$ cat src/rtl/rom_dl_pkg.sv
// Shared types and helpers for the ioctl download router.
package rom_dl_pkg;

   localparam int unsigned DL_NUM_REGIONS = 17;
   localparam int unsigned DL_ADDR_W      = 25;
   localparam int unsigned RGN_IDX_W      = $clog2(DL_NUM_REGIONS);
   localparam int unsigned SZ_W           = 5;

   typedef enum logic [1:0] {
      ST_IDLE,
      ST_LOAD,
      ST_FLUSH,
      ST_DONE
   } state_t;

   // Low byte of a wide word waiting for its high partner.
   typedef struct packed {
      logic                 valid;
      logic [RGN_IDX_W-1:0] region;
      logic [31:0]          word;
      logic [7:0]           data;
   } pend_t;

   function automatic logic [31:0] rgn_mask(input logic [SZ_W-1:0] sz);
      return (32'd1 << sz) - 32'd1;
   endfunction

   // Range check comes first, so the subtraction can never wrap.
   function automatic logic rgn_hit(input logic [31:0] addr,
                                    input logic [31:0] base,
                                    input logic [SZ_W-1:0] sz);
      return (addr >= base) && ((addr - base) <= rgn_mask(sz));
   endfunction

endpackage

$ cat src/rtl/rom_dl_if.sv
// ioctl byte stream in, per-region ROM write port and status out.
interface rom_dl_if #(
   parameter int unsigned NUM_REGIONS = 17,
   parameter int unsigned ADDR_W      = 25
);
   logic                   ioctl_download;
   logic [ADDR_W-1:0]      ioctl_addr;
   logic [7:0]             ioctl_data;
   logic                   ioctl_wr;
   logic [NUM_REGIONS-1:0] rgn_we;
   logic [ADDR_W-1:0]      rgn_addr;
   logic [15:0]            rgn_data;
   logic [1:0]             rgn_be;
   logic [NUM_REGIONS-1:0] rgn_done;
   logic                   unmapped_err;
   logic                   dl_busy;
   logic                   dl_done;

   modport master (
      output ioctl_download, ioctl_addr, ioctl_data, ioctl_wr,
      input  rgn_we, rgn_addr, rgn_data, rgn_be, rgn_done,
             unmapped_err, dl_busy, dl_done
   );

   modport slave (
      input  ioctl_download, ioctl_addr, ioctl_data, ioctl_wr,
      output rgn_we, rgn_addr, rgn_data, rgn_be, rgn_done,
             unmapped_err, dl_busy, dl_done
   );
endinterface

$ cat src/rtl/rom_dl_decode.sv
// Priority address decoder: lowest-indexed matching region wins.
module rom_dl_decode
   import rom_dl_pkg::*;
#(
   parameter int unsigned NUM_REGIONS = DL_NUM_REGIONS,
   parameter int unsigned ADDR_W      = DL_ADDR_W,
   parameter logic [NUM_REGIONS*ADDR_W-1:0] REGION_BASE    = '0,
   parameter logic [NUM_REGIONS*SZ_W-1:0]   REGION_SZ_LOG2 = {NUM_REGIONS{5'd13}}
)(
   input  logic [ADDR_W-1:0]    addr,
   output logic                 hit_valid_c,
   output logic [RGN_IDX_W-1:0] hit_idx_c,
   output logic [ADDR_W-1:0]    offset_c
);

   // Scan from the top down so lower indices overwrite higher ones.
   always_comb begin
      hit_valid_c = 1'b0;
      hit_idx_c   = '0;
      offset_c    = '0;
      for (int i = int'(NUM_REGIONS) - 1; i >= 0; i--) begin
         if (rgn_hit(32'(addr), 32'(REGION_BASE[i*ADDR_W +: ADDR_W]),
                     REGION_SZ_LOG2[i*SZ_W +: SZ_W])) begin
            hit_valid_c = 1'b1;
            hit_idx_c   = RGN_IDX_W'(i);
            offset_c    = ADDR_W'((32'(addr) - 32'(REGION_BASE[i*ADDR_W +: ADDR_W]))
                                  & rgn_mask(REGION_SZ_LOG2[i*SZ_W +: SZ_W]));
         end
      end
   end

endmodule

$ cat src/rtl/rom_dl_router.sv
// Routes the ioctl byte stream to narrow (byte) or wide (paired 16-bit) ROM regions.
module rom_dl_router
   import rom_dl_pkg::*;
#(
   parameter int unsigned NUM_REGIONS = DL_NUM_REGIONS,
   parameter int unsigned ADDR_W      = DL_ADDR_W,
   parameter logic [NUM_REGIONS*ADDR_W-1:0] REGION_BASE    = '0,
   parameter logic [NUM_REGIONS*SZ_W-1:0]   REGION_SZ_LOG2 = {NUM_REGIONS{5'd13}},
   parameter logic [NUM_REGIONS-1:0]        WIDE_MASK      = '0
)(
   input logic     clk_49m,
   input logic     reset,
   rom_dl_if.slave bus
);

   state_t                 state;
   pend_t                  pend;
   logic                   dl_q;
   logic                   dl_rise_c, dl_fall_c;
   logic                   hit_valid_c;
   logic [RGN_IDX_W-1:0]   hit_idx_c;
   logic [ADDR_W-1:0]      offset_c, word_c;
   logic [SZ_W-1:0]        hit_sz_c;
   logic                   hit_wide_c, hit_last_c, pend_match_c;
   logic [NUM_REGIONS-1:0] hit_hot_c, pend_hot_c;

   rom_dl_decode #(
      .NUM_REGIONS    (NUM_REGIONS),
      .ADDR_W         (ADDR_W),
      .REGION_BASE    (REGION_BASE),
      .REGION_SZ_LOG2 (REGION_SZ_LOG2)
   ) u_decode (
      .addr        (bus.ioctl_addr),
      .hit_valid_c (hit_valid_c),
      .hit_idx_c   (hit_idx_c),
      .offset_c    (offset_c)
   );

   assign dl_rise_c    = bus.ioctl_download & ~dl_q;
   assign dl_fall_c    = ~bus.ioctl_download & dl_q;
   assign hit_sz_c     = REGION_SZ_LOG2[32'(hit_idx_c)*SZ_W +: SZ_W];
   assign hit_wide_c   = WIDE_MASK[hit_idx_c];
   assign hit_last_c   = (32'(offset_c) == rgn_mask(hit_sz_c));
   assign word_c       = offset_c >> 1;
   assign hit_hot_c    = NUM_REGIONS'(1) << hit_idx_c;
   assign pend_hot_c   = NUM_REGIONS'(1) << pend.region;
   assign pend_match_c = pend.valid && (pend.region == hit_idx_c) && (pend.word == 32'(word_c));

   always_ff @(posedge clk_49m) begin
      if (reset) begin
         state            <= ST_IDLE;
         pend             <= '0;
         dl_q             <= 1'b0;
         bus.rgn_we       <= '0;
         bus.rgn_addr     <= '0;
         bus.rgn_data     <= '0;
         bus.rgn_be       <= '0;
         bus.rgn_done     <= '0;
         bus.unmapped_err <= 1'b0;
         bus.dl_busy      <= 1'b0;
         bus.dl_done      <= 1'b0;
      end else begin
         dl_q        <= bus.ioctl_download;
         bus.rgn_we  <= '0;
         bus.dl_done <= 1'b0;
         case (state)
            ST_IDLE: begin
               if (dl_rise_c) begin
                  state            <= ST_LOAD;
                  bus.dl_busy      <= 1'b1;
                  bus.rgn_done     <= '0;
                  bus.unmapped_err <= 1'b0;
               end
            end
            ST_LOAD: begin
               if (dl_fall_c) state <= ST_FLUSH;
               if (bus.ioctl_wr) begin
                  if (!hit_valid_c) begin
                     bus.unmapped_err <= 1'b1;
                  end else begin
                     if (hit_last_c) bus.rgn_done <= bus.rgn_done | hit_hot_c;
                     if (!hit_wide_c) begin
                        bus.rgn_we   <= hit_hot_c;
                        bus.rgn_addr <= offset_c;
                        bus.rgn_data <= {8'h00, bus.ioctl_data};
                        bus.rgn_be   <= 2'b01;
                     end else if (!offset_c[0]) begin
                        // An unpaired low byte is written alone before being replaced.
                        if (pend.valid) begin
                           bus.rgn_we   <= pend_hot_c;
                           bus.rgn_addr <= ADDR_W'(pend.word);
                           bus.rgn_data <= {8'h00, pend.data};
                           bus.rgn_be   <= 2'b01;
                        end
                        pend <= '{valid: 1'b1, region: hit_idx_c,
                                  word: 32'(word_c), data: bus.ioctl_data};
                     end else begin
                        // A high byte without its matching low byte drops the stale one.
                        bus.rgn_we   <= hit_hot_c;
                        bus.rgn_addr <= word_c;
                        bus.rgn_data <= {bus.ioctl_data, pend_match_c ? pend.data : 8'h00};
                        bus.rgn_be   <= pend_match_c ? 2'b11 : 2'b10;
                        pend.valid   <= 1'b0;
                     end
                  end
               end
            end
            ST_FLUSH: begin
               if (pend.valid) begin
                  bus.rgn_we   <= pend_hot_c;
                  bus.rgn_addr <= ADDR_W'(pend.word);
                  bus.rgn_data <= {8'h00, pend.data};
                  bus.rgn_be   <= 2'b01;
               end
               pend.valid  <= 1'b0;
               bus.dl_done <= 1'b1;
               state       <= ST_DONE;
            end
            ST_DONE: begin
               bus.dl_busy <= 1'b0;
               state       <= ST_IDLE;
            end
            default: state <= ST_IDLE;
         endcase
      end
   end

endmodule
$ cat src/flat_wrapper.sv
// flat-port wrapper written by rule: the top's interface ports become plain ports
module rom_dl_router_flat import rom_dl_pkg::*;
#(
   parameter int unsigned NUM_REGIONS = DL_NUM_REGIONS,
   parameter int unsigned ADDR_W      = DL_ADDR_W,
   parameter logic [NUM_REGIONS*ADDR_W-1:0] REGION_BASE    = '0,
   parameter logic [NUM_REGIONS*SZ_W-1:0]   REGION_SZ_LOG2 = {NUM_REGIONS{5'd13}},
   parameter logic [NUM_REGIONS-1:0]        WIDE_MASK      = '0
)
  (clk_49m, reset, bus_ioctl_download, bus_ioctl_addr, bus_ioctl_data, bus_ioctl_wr, bus_rgn_we, bus_rgn_addr, bus_rgn_data, bus_rgn_be, bus_rgn_done, bus_unmapped_err, bus_dl_busy, bus_dl_done);
  rom_dl_if #(.NUM_REGIONS(NUM_REGIONS), .ADDR_W(ADDR_W)) bus_i ();
  input logic clk_49m;
  input logic reset;
  input wire logic [$bits(bus_i.ioctl_download)-1:0] bus_ioctl_download;
  input wire logic [$bits(bus_i.ioctl_addr)-1:0] bus_ioctl_addr;
  input wire logic [$bits(bus_i.ioctl_data)-1:0] bus_ioctl_data;
  input wire logic [$bits(bus_i.ioctl_wr)-1:0] bus_ioctl_wr;
  output wire logic [$bits(bus_i.rgn_we)-1:0] bus_rgn_we;
  output wire logic [$bits(bus_i.rgn_addr)-1:0] bus_rgn_addr;
  output wire logic [$bits(bus_i.rgn_data)-1:0] bus_rgn_data;
  output wire logic [$bits(bus_i.rgn_be)-1:0] bus_rgn_be;
  output wire logic [$bits(bus_i.rgn_done)-1:0] bus_rgn_done;
  output wire logic [$bits(bus_i.unmapped_err)-1:0] bus_unmapped_err;
  output wire logic [$bits(bus_i.dl_busy)-1:0] bus_dl_busy;
  output wire logic [$bits(bus_i.dl_done)-1:0] bus_dl_done;
  assign bus_i.ioctl_download = bus_ioctl_download;
  assign bus_i.ioctl_addr = bus_ioctl_addr;
  assign bus_i.ioctl_data = bus_ioctl_data;
  assign bus_i.ioctl_wr = bus_ioctl_wr;
  assign bus_rgn_we = bus_i.rgn_we;
  assign bus_rgn_addr = bus_i.rgn_addr;
  assign bus_rgn_data = bus_i.rgn_data;
  assign bus_rgn_be = bus_i.rgn_be;
  assign bus_rgn_done = bus_i.rgn_done;
  assign bus_unmapped_err = bus_i.unmapped_err;
  assign bus_dl_busy = bus_i.dl_busy;
  assign bus_dl_done = bus_i.dl_done;
  rom_dl_router #(.NUM_REGIONS(NUM_REGIONS), .ADDR_W(ADDR_W), .REGION_BASE(REGION_BASE), .REGION_SZ_LOG2(REGION_SZ_LOG2), .WIDE_MASK(WIDE_MASK)) u_core (.clk_49m(clk_49m), .reset(reset), .bus(bus_i));
endmodule
$ cat config.mk
export PLATFORM = sky130hd
export DESIGN_NAME = rom_dl_router_flat
export DESIGN_NICKNAME = d
export VERILOG_FILES = /design/src/rtl/rom_dl_pkg.sv /design/src/rtl/rom_dl_if.sv /design/src/rtl/rom_dl_decode.sv /design/src/rtl/rom_dl_router.sv /design/src/flat_wrapper.sv
export SDC_FILE = /design/constraint.sdc
export NUM_CORES = 1
export LEC_CHECK = 0
export CORE_ASPECT_RATIO = 0.9
export CORE_MARGIN = 5
export CORE_UTILIZATION = 35
export DETAILED_ROUTE_END_ITERATION = 12
export GPL_TIMING_DRIVEN = 0
export PLACE_DENSITY = 0.8
export SYNTH_ARGS = -nofsm -noshare
export SYNTH_HDL_FRONTEND = slang
export SYNTH_SLANG_ARGS = --single-unit
$ cat constraint.sdc
create_clock -name clk_49m -period 1.6 [get_ports clk_49m]
set_input_delay 0.32 -clock clk_49m [delete_from_list [all_inputs] [get_ports clk_49m]]
set_output_delay 0.32 -clock clk_49m [all_outputs]
set_load 0.005 [all_outputs]
Word-level counts from Yosys, hierarchy flattened. Index checks and enable logic that the tools add are counted.

Logic and storage cells: 67. Output and inout port bits: 80. Flip-flop bits (word level): 83. Bits of input ports: 37.

Reductions and logical operators: 11. Mux-type cells: 27. Order comparisons: 1. Bitwise operators: 7. Equality and inequality tests: 10.

Operator list (number): 25-bit two-way mux (3); 17-bit two-way mux (3); 16-bit two-way mux (3); 17-bit case mux with 2 select lines (1); 25-bit by 13-bit less-or-equal comparator with 1-bit output, second input constant (1); 13-bit == test, second input constant (1); 13-bit two-way mux (1); 2-bit two-way mux (5); 1-bit two-way mux (8); 2-bit by 1-bit != test with 1-bit output, second input constant (4); 2-bit case mux with 4 select lines (1); 4-bit AND reduction (2); 2-bit nonzero test (3); 1-bit inverter (5); 5-bit AND reduction (1); 2-bit == test, second input constant (2); 2-bit != test, second input constant (2); 1-bit case mux with 2 select lines (2); 2-bit AND reduction (2); 3-bit AND reduction (1); 3-bit OR reduction (1); 1-bit AND (2); 2-bit by 1-bit == test with 1-bit output, second input constant (1); 2-bit zero test (1).

Longest topological paths before layout.
Depth in word-level cells: 7. Gate-level depth with buffers: 7. Depth with buffers taken out: 6.

By module. A second synthesis with hierarchy kept.

Cells, all modules: 314. Area, all modules: 3101.7 um2.

By module, submodules not included: rom_dl_router (seq. area each 1481.4 um2, cells an instance 261, area an instance 2673.8 um2, instances 1); rom_dl_decode (seq. area each 0.0 um2, cells an instance 53, area an instance 427.9 um2, instances 1).

Least setup slack after synthesis. Ideal clock, no wire load.

Path type: register to register. Start: register u_core.state[1]. End: register u_core.bus.rgn_addr[12]. Cell stages (with the launch flop): 8. Period minus slack after synthesis: 1452 ps. Data required time: 1472 ps. Setup time: 128 ps. Data arrival time: 1325 ps. Path buffers: 1. Path slack: 148 ps. Path through: dfxtp_1 inv_1 ha_1 and2_1 nand4_4 buf_6 mux2i_1 nor2_1.

Longest elaborated chain between the ends: 3. Elaborated cells between the ends (all ways): 7. Those cells by class: 4 x eq/ne; 1 x bitwise; 2 x reduce/logical.

RTL lines: start, declared (line rom_dl_router.sv:16) `state_t state;`; start signal, assigned (line rom_dl_router.sv:51) `state <= ST_IDLE;`; start signal, assigned (line rom_dl_router.sv:69) `state <= ST_LOAD;`; start signal, assigned (line rom_dl_router.sv:76) `if (dl_fall_c) state <= ST_FLUSH;`; 2-bit by 1-bit == test with 1-bit output or 2-bit == test (tied branches) (line rom_dl_router.sv:66) `case (state)`; 2-bit by 1-bit != test with 1-bit output (no source line), or another cell as far along; 4-bit AND reduction (no source line) (*); end signal, assigned (line rom_dl_router.sv:84) `bus.rgn_addr <= offset_c;`; end signal, assigned (line rom_dl_router.sv:91) `bus.rgn_addr <= ADDR_W'(pend.word);`; end signal, assigned (line rom_dl_router.sv:100) `bus.rgn_addr <= word_c;`; end, declared (line rom_dl_if.sv:27) `output rgn_we, rgn_addr, rgn_data, rgn_be, rgn_done,`.

Every way passes the cells marked *; elsewhere a longest branch is shown, timed or not. A chain may end at the register's enable or synchronous reset.

Worst setup path in the final report.
Start: register u_core.state[1]. End: register u_core.bus.rgn_data[5].

Longest elaborated chain between the ends: 3. Elaborated cells between the ends (all ways): 7. Those cells by class: 4 x eq/ne; 1 x bitwise; 2 x reduce/logical.

RTL lines: 2-bit by 1-bit == test with 1-bit output or 2-bit == test (tied branches) (line rom_dl_router.sv:66); 2-bit by 1-bit != test with 1-bit output (no source line), or another cell as far along; 4-bit AND reduction (no source line) (*); end signal, assigned (line rom_dl_router.sv:85) `bus.rgn_data <= {8'h00, bus.ioctl_data};`; end signal, assigned (line rom_dl_router.sv:92) `bus.rgn_data <= {8'h00, pend.data};`; end signal, assigned (line rom_dl_router.sv:101) `bus.rgn_data <= {bus.ioctl_data, pend_match_c ? pend.data : 8'h00};`; end, declared (line rom_dl_if.sv:27).

Marked as above.

==> reports/results.ini <==
[logic_synthesis]
syn_avg_cell_area_um2=9.50
synth-compound-area-share=0.0486
synth.area.top_cells=dfxtp_1 (36%), buf_4 (24%), mux2i_1 (13%)
ys_seq_area_frac=0.359
synth_top_area_frac=0.359
ys.warnings.count=0
ys_ff_latch=30
synthFlopType=dfxtp_1
syn-cell-area_um2=1670
synth-simple-area-share=0.162
synthAdderAreaFrac=0.0299
synth_xor_area_frac=0
synth_cell_types=28
syn_inst=176
muxShareOfSynthArea=0.132
synth_edf_count=0
synth_top_area_cell=dfxtp_1
async_flop_share=0
synth_top_family_by_area=buffers and inverters

[placement]
place.detailed.hpwl_um=3440
io_buffers=62
dp_slack_ns=-0.397
routabilityCongestion=0.785

[timing]
finClkSkew_ns=0.00275
rsz0062_at_grt=no
period_needed_ns=1.50
drv_slew=0
setup_violations=0
fmax_ghz=0.668
finalWorstSetupSlack_ns=0.104
period_share=0.935
hold_violations=0

[drt]
first_iter_violations=17
post_drt_wl_per_cell_um=11.8
drcViolationCount=0
drtPass1Iterations=4
vias_per_cell=3.86
dr_total_vias=1424
ant_nets=0
wl_um=4360

[pwr]
finalPower_mw=2.08
ir_worst_vdd_uv=567
power.density_nw_per_um2=743
p_leak_nw=1.50

[floorplanning]
initial_core_util=0.368
core-area_um2=4550
die_area_um2=6260
io_pins=117
die_w_um=82.9
fp.dieH_um=75.6
row_count=23

[global_route]
track_usage=0.135
grt_pass1_wl_um=6680
overflow=0
antenna_found_initial=0
grt_pass1_vias=1433
grt_max_degree=11

[setup_path]
cpMaxStageDelayCell=dfxtp_1
cp_max_fo=5
crit_path_start_kind=flip-flop
worstPathArrival_ns=1.64
reg2reg_slack_ns=0.10
critPathRequiredTime_ns=1.75
rr_startpoint=u_core.state[1]
cpPeakStageDelay_ns=0.38
crit_type=flip-flop to flip-flop
path_delay_family=flip-flops
reg2regPathDepth=7
reg2reg_to=u_core.bus.rgn_data[5]
endpoint_kind=flip-flop
crit_chain=inv_2 > ha_4 > and2_4 > nand4_4 > bufbuf_16 > mux2i_1 > nor2_1
crit_buf_inv=2

[worst_hold_path]
hp-start=reset
min_path_type=primary input to flip-flop
hold_path_depth=2
holdPathEnd=u_core.bus.rgn_addr[1]

[cts]
clock_latency_ns=0.28
h-tree-depth=2
clk_pin_slew_ns=0.07
cts_tree=done
cts.sinks=30
numCtsBuffers=5
clockBufferDepth=2
ctsHoldBuffers=0
cts_root_buf=clkbuf_8

[status]
status=finished, final reports clean

[finish]
areaGrowthSynthToFinish_pct=67.5
nets=347
n_antenna_cell=0
drive_gt1_frac=0.257
fin_util=0.616

[run]
maxCapViolations=0

## metal layers
| layer | vias to the layer above | global-route usage | part of all wire |
|---|---|---|---|
| met5 | - | 0 | 0 |
| met4 | 0 | 0.0436 | 0.0071 |
| met3 | 5 | 0.0551 | 0.088 |
| met2 | 72 | 0.239 | 0.49 |
| met1 | 608 | 0.152 | 0.42 |
| li1 | 739 | - | - |
## state kept, by name, indices dropped and copies added, names as in the netlist
register                 cells
u_core.bus.rgn_data          8
u_core.bus.unmapped_err      1
u_core.bus.rgn_be            1
u_core.state                 2
u_core.bus.dl_done           1
u_core.bus.rgn_done          1
u_core.bus.dl_busy           1
u_core.bus.rgn_we            1
u_core.bus.rgn_addr         13
u_core.dl_q                  1
## logic make-up (layout without fill, tap and decap cells)
| family | count (synthesis) | after routing |
|---|---|---|
| mux | 22 | 22 |
| other cells | 1 | 53 |
| fa+ha+maj | 4 | 4 |
| simple gates | 45 | 45 |
| flops | 30 | 30 |
| buf+inv | 62 | 141 |
| compound gates | 12 | 12 |
## how the worst max path moves through the flow
stage / cells past startpoint / start / to / slack, ns
after floorplan: 7 / u_core.state[1] / u_core.bus.rgn_addr[12] / 0.15
final: 7 / u_core.state[1] / u_core.bus.rgn_data[5] / 0.10
after global placement: 6 / bus_ioctl_addr[17] / u_core.bus.rgn_addr[10] / -0.34
after detailed placement: 6 / bus_ioctl_addr[20] / u_core.bus.rgn_addr[12] / -0.40
after CTS: 7 / bus_ioctl_addr[21] / u_core.bus.rgn_data[1] / 0.01
after global routing: 8 / u_core.state[1] / u_core.bus.rgn_addr[10] / 0.0002
## Yosys cell counts, drive strengths merged, types with 4 or more instances
library cell	n
buf	55
dfxtp	30
nor2	25
mux2i	22
a21oi	4
ha	4
inv	4
nor4	4
## where the power goes
part / internal, mW / total [mW] / switching, mW / leakage, nW
registers: 0.798 / 0.838 / 0.0403 / 0.243
logic: 0.346 / 0.621 / 0.275 / 1.21
clock network: 0.346 / 0.623 / 0.277 / 0.0482
total: 1.49 / 2.08 / 0.592 / 1.50
## placed cells by master, fill, tap and decap left out, types with 2 or more instances in the layout
cell,count
a21oi_1,4
buf_4,58
buf_6,2
buf_8,2
clkbuf_1,4
clkbuf_8,6
clkdlybuf4s50_1,50
conb_1,53
dfxtp_1,29
dlygate4sd2_1,8
dlymetal6s2s_1,4
ha_1,3
inv_1,3
mux2i_1,22
nand2_1,2
nand2b_1,3
nand3_1,3
nand4_1,2
nor2_1,25
nor2b_1,3
nor4_4,3
## stage by stage
step | instances | hold slack, ns | instance area, um2 | TNS [ns]
after detailed placement | 352 | 0.443 | 2570 | -8.05
after CTS | 369 | 0.432 | 2780 | 0
after global routing | 369 | 0.455 | 2800 | 0
after floorplan | 228 | 0.442 | 1870 | 0
final | 369 | 0.424 | 2800 | 0
after global placement | 352 | 0.433 | 2570 | -6.66
## what timing repair did
action,4_1_cts,5_1_grt
pin swaps,4,4
resized for setup,15,7
cloned,2,0
setup buffers,7,0
setup endpoints to repair,18,21
## final cells by class
type                       instances  area (um2)
fill                             404        1750
timing repair buffer              71         741
tap                               62        77.6
clock inverter                     1        5.00
sequential                        30         602
multi-input combinational        136         836
buffer                            58         439
inverter                           4        15.0
clock buffer                       7        86.3
Note: power is estimated with default switching activity, not from simulation.
